File: config.mk
export PLATFORM = sky130hd
export DESIGN_NAME = fir_symbol_source
export DESIGN_NICKNAME = d
export VERILOG_FILES = /design/src/rtl/fir_tx_pkg.sv /design/src/rtl/sample_strobe_gen.sv /design/src/rtl/fir_symbol_source.sv
export SDC_FILE = /design/constraint.sdc
export NUM_CORES = 1
export LEC_CHECK = 0
export ABC_AREA = 1
export BUFFER_PORTS_ARGS = -buffer_cell sky130_fd_sc_hd__clkbuf_2
export CAP_MARGIN = 10
export CELL_PAD_IN_SITES_DETAIL_PLACEMENT = 0
export CELL_PAD_IN_SITES_GLOBAL_PLACEMENT = 2
export CORE_AREA = 8 8 74 76
export CTS_CLUSTER_SIZE = 28
export DETAILED_ROUTE_END_ITERATION = 8
export DIE_AREA = 0 0 82 84
export PLACE_DENSITY_LB_ADDON = 0.1
export SYNTH_ARGS = -nofsm -noshare
export SYNTH_HDL_FRONTEND = slang
export SYNTH_SLANG_ARGS = --single-unit
File: constraint.sdc
create_clock -name iClk_12MHz -period 5.4 [get_ports iClk_12MHz]
set_clock_uncertainty 0.1 [all_clocks]
set_input_delay 1.62 -clock iClk_12MHz [delete_from_list [all_inputs] [get_ports iClk_12MHz]]
set_output_delay 1.62 -clock iClk_12MHz [all_outputs]
set_load 0.01 [all_outputs]
File: src/rtl/fir_tx_pkg.sv
// Shared constants and types for the transmit-side FIR sample source.
package fir_tx_pkg;

    localparam logic [2:0] SYM_M3 = 3'b101;
    localparam logic [2:0] SYM_M1 = 3'b111;
    localparam logic [2:0] SYM_P1 = 3'b001;
    localparam logic [2:0] SYM_P3 = 3'b011;

    localparam int unsigned CLK_DIV_DEFAULT = 20;

    typedef enum logic {
        IDLE,
        SEND
    } state_e;

    // Gray-coded dibit to 4-level signed sample.
    function automatic logic [2:0] gray_map(input logic [1:0] pair);
        logic [2:0] sym;
        case (pair)
            2'b00:   sym = SYM_M3;
            2'b01:   sym = SYM_M1;
            2'b11:   sym = SYM_P1;
            default: sym = SYM_P3;
        endcase
        return sym;
    endfunction

endpackage

File: src/rtl/sample_strobe_gen.sv
// Free-running clock divider producing a one-cycle tick every CLK_DIV cycles.
module sample_strobe_gen
    import fir_tx_pkg::*;
#(
    parameter int unsigned CLK_DIV = CLK_DIV_DEFAULT
) (
    input  logic iClk,
    input  logic iRst,
    output logic oTick
);

    localparam int unsigned CW = (CLK_DIV > 1) ? $clog2(CLK_DIV) : 1;
    localparam logic [CW-1:0] LAST = CW'(CLK_DIV - 1);

    logic [CW-1:0] r_cnt;

    assign oTick = (r_cnt == LAST);

    always_ff @(posedge iClk or posedge iRst) begin
        if (iRst) begin
            r_cnt <= '0;
        end else if (oTick) begin
            r_cnt <= '0;
        end else begin
            r_cnt <= r_cnt + 1'b1;
        end
    end

endmodule

File: src/rtl/fir_symbol_source.sv
// Byte-to-symbol serializer with zero-stuffing; producer of the FIR input strobe and sample.
module fir_symbol_source
    import fir_tx_pkg::*;
#(
    parameter int unsigned CLK_DIV  = CLK_DIV_DEFAULT,
    parameter int unsigned UPSAMPLE = 4
) (
    input  logic       iClk_12MHz,
    input  logic       iRst,
    input  logic [7:0] iData,
    input  logic       iValid,
    output logic       oReady,
    output logic       oEnSample_600kHz,
    output logic [2:0] oFirIn,
    output logic       oBusy
);

    localparam logic [2:0] LAST_PH = 3'(UPSAMPLE - 1);

    logic       w_tick;
    state_e     r_state, w_state_next;
    logic [7:0] r_hold;
    logic       r_hold_valid;
    logic [7:0] r_shift, w_shift_next;
    logic [2:0] r_phase, w_phase_next;
    logic [1:0] r_sym, w_sym_next;
    logic       r_en;
    logic [2:0] r_fir, w_fir_next;
    logic       w_load;
    logic [1:0] w_pair;

    sample_strobe_gen #(
        .CLK_DIV(CLK_DIV)
    ) u_strobe (
        .iClk (iClk_12MHz),
        .iRst (iRst),
        .oTick(w_tick)
    );

    always_comb begin
        case (r_sym)
            2'd0:    w_pair = r_shift[7:6];
            2'd1:    w_pair = r_shift[5:4];
            2'd2:    w_pair = r_shift[3:2];
            default: w_pair = r_shift[1:0];
        endcase
    end

    always_comb begin
        w_state_next = r_state;
        w_shift_next = r_shift;
        w_phase_next = r_phase;
        w_sym_next   = r_sym;
        w_fir_next   = r_fir;
        w_load       = 1'b0;
        if (w_tick) begin
            w_fir_next = 3'b000;
            // phase==0 with sym==0 in SEND is the byte boundary: symbol 0 is emitted on load.
            if ((r_state == IDLE) || (r_phase == 3'd0 && r_sym == 2'd0)) begin
                if (r_hold_valid) begin
                    w_load       = 1'b1;
                    w_shift_next = r_hold;
                    w_fir_next   = gray_map(r_hold[7:6]);
                    w_phase_next = 3'd1;
                    w_sym_next   = 2'd0;
                    w_state_next = SEND;
                end else begin
                    w_state_next = IDLE;
                end
            end else begin
                if (r_phase == 3'd0) begin
                    w_fir_next = gray_map(w_pair);
                end
                if (r_phase == LAST_PH) begin
                    w_phase_next = 3'd0;
                    w_sym_next   = r_sym + 2'd1;
                end else begin
                    w_phase_next = r_phase + 3'd1;
                end
            end
        end
    end

    always_ff @(posedge iClk_12MHz or posedge iRst) begin
        if (iRst) begin
            r_state      <= IDLE;
            r_hold       <= 8'h00;
            r_hold_valid <= 1'b0;
            r_shift      <= 8'h00;
            r_phase      <= 3'd0;
            r_sym        <= 2'd0;
            r_en         <= 1'b0;
            r_fir        <= 3'b000;
        end else begin
            r_state <= w_state_next;
            r_shift <= w_shift_next;
            r_phase <= w_phase_next;
            r_sym   <= w_sym_next;
            r_en    <= w_tick;
            r_fir   <= w_fir_next;
            if (iValid && !r_hold_valid) begin
                r_hold       <= iData;
                r_hold_valid <= 1'b1;
            end else if (w_load) begin
                r_hold_valid <= 1'b0;
            end
        end
    end

    assign oReady           = ~r_hold_valid;
    assign oBusy            = (r_state == SEND);
    assign oEnSample_600kHz = r_en;
    assign oFirIn           = r_fir;

endmodule

==> results of run 1 <==
worst max-delay path: stages (launching register included):
cell	delay (ns)
dfrtp_1	0.40
inv_2	0.12
clkbuf_2	0.15
cells in the final DEF (no fill, tap or decap), types with 3 or more instances in the layout:
cell / instances
nor2_1: 12
dfrtp_1: 32
a21oi_1: 3
inv_2: 3
nand2_1: 53
nand3_1: 12
inv_1: 16
clkbuf_2: 16
clkbuf_8: 5
mux2_2: 6
ha_1: 13
cell type report:
cell class / instances / area [um^2]
multi-input combinational: 122 / 733
clock buffer: 6 / 72.6
timing repair buffer: 17 / 87.6
inverter: 19 / 71.3
tap: 52 / 65.1
sequential: 32 / 801
fill: 439 / 2400
clock inverter: 2 / 35.0
power breakdown:
part	total [mW]	switching, mW	internal [mW]
clock network	0.223	0.0862	0.137
registers	0.272	0.0109	0.262
logic	0.0489	0.0256	0.0232
total	0.544	0.123	0.422
per-layer routing:
layer  global-route usage (%)  share of wire (%)  wire [um]
met5                        0                  0          0
met4                     3.83                1.8         57
met3                     3.99                4.8        151
met2                     14.4                 44       1360
met1                     12.3                 50       1550
sequential cells by signal, indices dropped and copies added (netlist names):
signal / flops
r_shift: 8
oFirIn: 3
r_sym: 2
oBusy: 1
r_hold: 8
oEnSample_600kHz: 1
r_hold_valid: 1
r_phase: 3
u_strobe.r_cnt: 5
kinds of logic (layout without fill, tap and decap cells):
| logic type | count (synthesis) | after routing | synth area share [%] |
|---|---|---|---|
| and+or+nand+nor | 89 | 89 | 25.3 |
| DFF | 32 | 32 | 49.0 |
| buffers and inverters | 22 | 44 | 6.05 |
| adders and majority gates | 13 | 13 | 9.96 |
| AOI/OAI and AO/OA | 12 | 12 | 4.44 |
| muxes | 6 | 6 | 4.14 |
| xor gates and xnor gates | 2 | 2 | 1.07 |
final timing paths:
kind / endpoint / startpoint / slack [ns]
setup reg to reg: oFirIn[1]$_DFFE_PP0P_ / r_sym[0]$_DFFE_PP0P_ / 3.38
setup / recovery: oReady / r_hold_valid$_DFFE_PP0P_ / 2.73
hold reg to reg: r_shift[1]$_DFFE_PP0P_ / r_hold[1]$_DFFE_PP0P_ / 0.36
min in group asynchronous: u_strobe.r_cnt[0]$_DFF_PP0_ / iRst / 1.30
max in group asynchronous: r_shift[7]$_DFFE_PP0P_ / iRst / 3.60
hold / removal: r_shift[1]$_DFFE_PP0P_ / r_hold[1]$_DFFE_PP0P_ / 0.36
metrics by stage:
step,hold slack [ns],cell area (um^2)
after floorplan,0.336,1630
after global placement,0.349,1760
after detailed placement,0.352,1760
after CTS,0.369,1870
after global routing,0.391,1870
final,0.360,1870
==> summary.txt, run 1 <==
Clock tree
  • Clk buf depth: 2
  • H-tree Lvls: 2
  • CTS clk-pin slew, worst paths: roughly 0.060 ns
  • Clk_lat worst skew: ~0.28 ns
  • Clock root cell: clkbuf_8
  • Cts hold-fix bufs: 0
  • PostCTS Resize Cnt: 0
  • CTS Buf Count: 5
  • Clock sink total: 32
  • CTS tree: yes
  • Setup repair bufs after CTS: 0

Logic synthesis
  • Distinct cell type count after synthesis: 27
  • Sequential area share after synthesis: between 40% and 50%
  • Ys flop type: dfrtp_1
  • Synth area leader: dfrtp_1
  • Mapped Area: about 0.0016 mm^2
  • Top area cells in the synthesized netlist: dfrtp_1, nand2_1, ha_1
  • Mapped Avg Cell Area: 9.28 um^2
  • Ys Warns: 0
  • Ys async rst share: between 90% and 100%
  • FF+latch count, synth: 32
  • Synth cell count leaders: nand2_1, dfrtp_1, inv_1
  • Top-count cell post-synth: nand2_1
  • Post-synth EDFFs: 0
  • Mapped Cells: approximately 180
  • Share of the synthesized area in the top cell type: 49.0%
  • Net count after synthesis: 200

Hold path
  • Hold Path Cell Cnt: 2
  • HP Class: flop to flop

GRT
  • Number of global-route vias before repair: roughly 1100
  • Largest net degree at the start of global routing: 33
  • Antenna violations before repair: 0
  • First-pass GRT wire length: approximately 5200 um
  • Total grt overflow: 0
  • Total track usage: 9.81%

Drt
  • DRC: 0
  • DR vias/cell: around 4.6
  • Drt initial violations: 46
  • Routed wire length: around 3100 um
  • Final ANT Viol Nets: 0
  • 1st-pass router iterations: 4
  • Wire per inst: 12.5 um
  • Via Count: 1149

Placement
  • Cells after DPL: between 200 and 250
  • DPL Wire Length: about 2300 um
  • Pre-CTS WS: ~2.8 ns
  • # port buffers: 16
  • Final Wtd Congestion: just over 0.7

Finish
  • Final nets: 221
  • # diodes: 0
  • Fraction of final layout cells sized beyond drive strength 1: approximately 22%
  • Fin cells: between 200 and 300
  • Area Growth Syn to Fin: 14.3%
  • Fin util: 43.8%

Worst setup path
  • Startpoint Class: flop
  • Crit Path Category: flop to output pin
  • Required time worst endpoint: 3.68 ns
  • Critical Path AT: 0.95 ns
  • Reg2Reg Depth: 12
  • CP Capture Type: output pin
  • Critical path peak fanout: 5

Timing
  • Final Hold Fails: 0
  • Top achievable clock speed: 375 MHz
  • Final worst slack: between 2 and 3 ns
  • Final worst path period need: between 2 and 3 ns
  • Slew headroom: around 70%
  • Setup violations, final: 0
  • Fin crit share: between 40% and 50%
  • Slew Limit Fails: 0
  • Slew of the pin with the lowest slew margin: 0.419 ns
  • RSZ-0062 raised after global routing: no
  • Setup TNS: 0 ns

Floorplanning
  • Num rows: 24
  • Die Wd: around 82 um
  • Starting density of the core: between 30% and 40%
  • Die Area: just under 0.007 mm^2
  • Ports: 17
  • Die Y: approximately 84 um
  • Core box area: around 0.0043 mm^2

Flow run
  • Max Cap Viol: 0

Power
  • PwrDens: slightly below 300 mW/mm^2
  • Peak supply drop: 0.178 mV
  • Leak: 0.985 nW
  • Power consumption: 0.544 mW

Status
  • Status: complete, no violations
Note: power is estimated with default switching activity, not from simulation.
==> run 2: changes to the inputs <==
- CORE_AREA: 8 8 74 76 -> 8 8 77 79
- DIE_AREA: 0 0 82 84 -> 0 0 85 87
- clock period: 5.4 -> 2.7 ns (I/O delays scaled with it)
==> run 2 against run 1 <==
  * Routed wire length up 2.6%
  * Sequential power grew 100%
  * Via count up 3.0%
  * Core utilization down 4.8 points
  * Worst hold slack improved by 0.0066 ns
  * Critical path depth is 10 higher
  * Non-clock buffer count is the same
  * Critical path type is now flop to flop
  * Largest power group unchanged
==> summary.txt, run 2 (synthesis gave the netlist of run 1 again) <==
Placement
  • # port buffers: 16
  • Pre-CTS WS: approximately 0.75 ns
  • Final Wtd Congestion: 0.788
  • Placed cell areas: around 0.0018 mm^2
  • DPL Wire Length: 2400 um

GRT
  • First-pass GRT wire length: around 5800 um
  • Total track usage: between 10% and 20%
  • Antenna violations before repair: 0
  • Largest net degree at the start of global routing: 33
  • Number of global-route vias before repair: around 1200
  • Total grt overflow: 0

Drt
  • DR vias/cell: between 4 and 5
  • M1 WL: about 1500 um
  • 1st-pass router iterations: 4
  • Drt initial violations: approximately 80
  • Final ANT Viol Nets: 0
  • Wire per inst: about 13 um
  • Met3 wire len: about 150 um
  • Routed wire length: 3200 um
  • Highest metal used: met4
  • Met2 Routed Length: between 1000 and 1500 um
  • Via Count: 1184
  • DRC: 0

Timing
  • RSZ-0062 raised after global routing: no
  • Setup violations, final: 0
  • Hold_ws: 0.367 ns
  • Slew of the pin with the lowest slew margin: 0.402 ns
  • Final worst slack: a little over 0.7 ns
  • Final worst path period need: between 1.5 and 2 ns
  • Top achievable clock speed: 502 MHz
  • Fin crit share: between 70 and 80%
  • Slew headroom: about 73%
  • Final Hold Fails: 0
  • Setup TNS: 0 ns
  • Slew Limit Fails: 0

Clock tree
  • Clk_lat worst skew: approximately 0.28 ns
  • Cts hold-fix bufs: 0
  • CTS tree: yes
  • CTS clk-pin slew, worst paths: 0.07 ns
  • H-tree Lvls: 2
  • Clock sink total: 32
  • Clk buf depth: 2
  • Setup repair bufs after CTS: 0
  • Clock root cell: clkbuf_8
  • CTS Buf Count: 5
  • PostCTS Resize Cnt: 0

Finish
  • Fraction of final layout cells sized beyond drive strength 1: approximately 23%
  • Final nets: 221
  • Most common cell after layout, fill and taps aside: nand2_1
  • # diodes: 0
  • Finished Cell Area: 0.00189 mm^2
  • Sequential Area: ~800 um^2
  • Most frequent cells in the layout: nand2_1, dfrtp_1, inv_1, clkbuf_2, ha_1
  • Largest regs: r_hold x8, r_shift x8, u_strobe.r_cnt x5
  • Filler instances: around 500
  • Footprint of the multi-input gates: roughly 730 um^2
  • Area Growth Syn to Fin: 15.7%

Worst setup path
  • CP Capture Type: flop
  • Worst path bufs/invs: 2
  • CP most frequent cell: nand2_1
  • Top delay family on crit path: adder cells
  • Required time worst endpoint: 2.82 ns
  • Critical-path cell list: inv_1, ha_1, nand2_1, nand2_1, o22ai_1, inv_1, ha_1, nor2_1, nand2_1, nand2_1, nand2_1, nand2_1
  • Crit Path Category: flop to flop
  • Startpoint Class: flop
  • Critical Path AT: between 2 and 2.5 ns
  • Worst path slowest cell: dfrtp_1
  • Critical path peak fanout: 5
  • Flop-to-flop setup slack: 0.71 ns
  • Largest stage delay, worst path: slightly above 0.4 ns

Status
  • Status: complete, no violations

Floorplanning
  • Die Area: 0.00740 mm^2
  • Die Y: between 80 and 90 um
  • Die Wd: around 85 um
  • Core box area: around 0.0048 mm^2
  • Ports: 17
  • Num rows: 26
  • Starting density of the core: between 30 and 40%

Power
  • Power consumption: between 1 and 1.5 mW
  • PwrDens: roughly 610 mW/mm^2
  • Leak: 0.994 nW
  • Peak supply drop: roughly 0.24 mV

Hold path
  • HP Class: flop to flop

Flow run
  • Max Cap Viol: 0
## run 2: cell count changes in the layout (fill, tap and decap cells not counted), sizes merged
cell	before	now
clkinv	1	0
clkbuf	22	23
## run 2: through the flow
step	util [%]	std cells
final	39.0	254
after detailed placement	36.4	246
after CTS	39.0	254
after floorplan	-	176
after global routing	39.0	254
after global placement	36.4	246
## run 2: routing by layer
layer,vias to the layer above,GRT usage (%)
met2,23,15.9
met5,-,0
met1,560,12.2
met4,0,4.85
met3,5,3.49
li1,596,-
## run 2: final timing paths
path / from / endpoint / cells past startpoint
hold reg to reg: r_hold[1]$_DFFE_PP0P_ / r_shift[1]$_DFFE_PP0P_ / 2
hold / removal: r_hold[1]$_DFFE_PP0P_ / r_shift[1]$_DFFE_PP0P_ / 2
setup reg to reg: r_sym[0]$_DFFE_PP0P_ / oFirIn[1]$_DFFE_PP0P_ / 12
min in group asynchronous: iRst / r_shift[6]$_DFFE_PP0P_ / 3
setup / recovery: r_sym[0]$_DFFE_PP0P_ / oFirIn[1]$_DFFE_PP0P_ / 12
max in group asynchronous: iRst / r_shift[3]$_DFFE_PP0P_ / 3
## run 2: cell type report
class / instances / area share (%)
clock buffer: 7 / 5.10
clock inverter: 1 / 1.59
inverter: 19 / 3.77
multi-input combinational: 122 / 38.8
sequential: 32 / 42.4
tap: 56 / 3.71
timing repair buffer: 17 / 4.64
## run 2: where the power goes
group	internal, mW	switching, mW
logic	0.0465	0.0511
clock network	0.326	0.178
registers	0.523	0.0211
total	0.895	0.250
## run 2: tightest hold or removal path, cell delays in order (launching register included)
cell	delay (ns)
dfrtp_1	0.34
nand2_1	0.05
nand2_1	0.05
==> run 3: changes to the inputs <==
- CORE_AREA: 8 8 77 79 -> 8 8 81 83
- DIE_AREA: 0 0 85 87 -> 0 0 89 91
- clock period: 2.7 -> 1.8 ns (I/O delays scaled with it)
==> run 3 against run 2 <==
  * Combinational power rose by 56%
  * Final cell count rose by 9.1%
  * Worst hold slack got worse by 0.16 ns
  * First-iteration DRC count fell by 49%
  * Sequential power increased by 50%
  * Routed wire length grew 6.4%
  * Setup slack worse by 0.63 ns
  * Critical endpoint is now oFirIn[2]$_DFFE_PP0P_
  * Largest power group unchanged
==> summary.txt, run 3 (synthesis gave the netlist of run 1 again) <==
Status
  • Status: complete, no violations

Floorplanning
  • Num rows: 27
  • Starting density of the core: a little under a third
  • Die Y: between 90 and 100 um
  • Die Wd: a little under 90 um
  • Core box area: 0.00534 mm^2
  • Die Area: between 0.008 and 0.009 mm^2
  • Ports: 17

Finish
  • Largest regs: r_hold x8, r_shift x8, u_strobe.r_cnt x5
  • Final nets: 228
  • # diodes: 0
  • Finished Cell Area: slightly above 0.002 mm^2
  • Most frequent cells in the layout: nand2_1, dfrtp_1, clkbuf_2
  • Fraction of final layout cells sized beyond drive strength 1: between 30 and 40%
  • Filler instances: about 580
  • Most common cell after layout, fill and taps aside: nand2_1
  • Area Growth Syn to Fin: 24.0%

Power
  • Pint: between 1 and 1.5 mW
  • Seq pwr share: roughly 53%
  • Part of the power in combinational logic: about a tenth
  • Sw power: about 0.38 mW
  • Peak supply drop: between 0.3 and 0.4 mV
  • Sw Share: roughly a quarter
  • Clock power frac: a little under two fifths
  • Leak: between 1 and 1.5 nW
  • PwrDens: 765 mW/mm^2

Timing
  • Setup violations, final: 0
  • Fin crit share: 95.8%
  • Top achievable clock speed: between 500 and 600 MHz
  • Slew headroom: around 73%
  • Slew Limit Fails: 0
  • Setup TNS: 0 ns
  • RSZ-0062 raised after global routing: yes
  • Final Hold Fails: 0
  • Final worst path period need: around 1.7 ns
  • Hold_ws: 0.210 ns
  • Slew of the pin with the lowest slew margin: 0.406 ns
  • Final worst slack: between 0.07 and 0.08 ns

Drt
  • Met2 Routed Length: between 1500 and 2000 um
  • Highest metal used: met4
  • M1 WL: 1570 um
  • Via Count: approximately 1200
  • Wire per inst: between 10 and 15 um
  • Final ANT Viol Nets: 0
  • Routed wire length: ~3400 um
  • 1st-pass router iterations: 4
  • Drt initial violations: 40
  • Met3 wire len: ~130 um
  • DRC: 0
  • DR vias/cell: about 4.4

Hold path
  • HP Class: input port to async pin

GRT
  • Number of global-route vias before repair: 1285
  • Largest net degree at the start of global routing: 33
  • Total grt overflow: 0
  • Antenna violations before repair: 0
  • Total track usage: about a tenth
  • First-pass GRT wire length: around 6000 um

Worst setup path
  • Setup crit start: r_sym[1]$_DFFE_PP0P_
  • Critical-path cell list: ha_2, inv_2, buf_4, o22ai_4, ha_2, nor2_2, nor2_1, nand3_1, nand3_1
  • Critical Path Sink: oFirIn[2]$_DFFE_PP0P_
  • Flop-to-flop setup slack: 0.08 ns
  • Largest stage delay, worst path: between 0.4 and 0.5 ns
  • Critical Path AT: between 1.5 and 2 ns
  • Critical path peak fanout: 4
  • Crit Path Category: flop to flop
  • Worst flop-to-flop path endpoint: oFirIn[2]$_DFFE_PP0P_
  • Startpoint Class: flop
  • CP Capture Type: flop
  • Reg2Reg Depth: 9
  • Required time worst endpoint: roughly 1.9 ns
  • Worst path slowest cell: dfrtp_2
  • Reg2reg start: r_sym[1]$_DFFE_PP0P_

Flow run
  • Max Cap Viol: 0

Placement
  • DPL Wire Length: between 2000 and 2500 um
  • Final Wtd Congestion: ~0.73
  • Pre-CTS WS: -0.0522 ns
  • Placed cell areas: ~0.0018 mm^2
  • # port buffers: 16

Clock tree
  • CTS tree: yes
  • Clk_lat worst skew: 0.29 ns
  • CTS Buf Count: 5
  • Clock sink total: 32
  • CTS clk-pin slew, worst paths: 0.07 ns
  • H-tree Lvls: 2
  • Cts hold-fix bufs: 0
  • Clock root cell: clkbuf_8
  • Clk buf depth: 2
[run 3: how the worst min path moves through the flow]
| stage | from | to | cells past startpoint |
|---|---|---|---|
| after floorplan | r_hold[0]$_DFFE_PP0P_ | r_shift[0]$_DFFE_PP0P_ | 2 |
| after global placement | r_hold[5]$_DFFE_PP0P_ | r_shift[5]$_DFFE_PP0P_ | 2 |
| after detailed placement | r_hold[5]$_DFFE_PP0P_ | r_shift[5]$_DFFE_PP0P_ | 2 |
| after CTS | iRst | r_hold[2]$_DFFE_PP0P_ | 3 |
| after global routing | iRst | oFirIn[0]$_DFFE_PP0P_ | 3 |
| final | iRst | r_shift[2]$_DFFE_PP0P_ | 3 |
[run 3: area by class of cell]
cell class                      count  area [um^2]  share of cell area (%)
Clock buffer                        7         86.3                    4.26
Clock inverter                      1         7.51                   0.371
Inverter                           19         76.3                    3.77
Multi-Input combinational cell    122          821                    40.5
Sequential cell                    32          803                    39.7
Tap cell                           72         90.1                    4.45
Timing Repair Buffer               24          140                    6.92
[run 3: through the flow]
| step | util, % | total power [mW] | std cells |
|---|---|---|---|
| detailed placement | 34.1 | 0.984 | 267 |
| global placement | 34.1 | 0.975 | 267 |
| finish | 37.9 | 1.55 | 277 |
| global route | 37.9 | 1.63 | 277 |
| floorplan | - | 0.933 | 176 |
| CTS | 36.1 | 1.58 | 275 |
[run 3: repair_timing]
action / in CTS / in global routing
endpoints found under the setup margin: 2 / 10
gates resized for setup: 3 / 22
cloned: 0 / 0
buffers inserted: 0 / 2
pin swaps: 0 / 10
[run 3: routing by layer]
| layer | track usage, % | vias to the layer above |
|---|---|---|
| li1 | - | 608 |
| met1 | 11.0 | 572 |
| met2 | 15.4 | 18 |
| met3 | 3.24 | 7 |
| met4 | 4.16 | 0 |
| met5 | 0 | - |
[run 3: worst max-delay path: cells and delay by family, from the launching register on]
family | cells | cell delay, ns
AOI/OAI and AO/OA | 1 | 0.20
adders and majority gates | 2 | 0.42
buffers and inverters | 2 | 0.18
DFF | 1 | 0.44
and+or+nand+nor | 4 | 0.31
[run 3: power groups by stage]
stage / Clock [mW] / Sequential, mW / Combinational (mW)
after floorplan: 0 / 0.822 / 0.111
after global placement: 0 / 0.828 / 0.148
after CTS: 0.607 / 0.815 / 0.157
final: 0.583 / 0.815 / 0.152
after global routing: 0.628 / 0.823 / 0.178
after detailed placement: 0 / 0.829 / 0.155
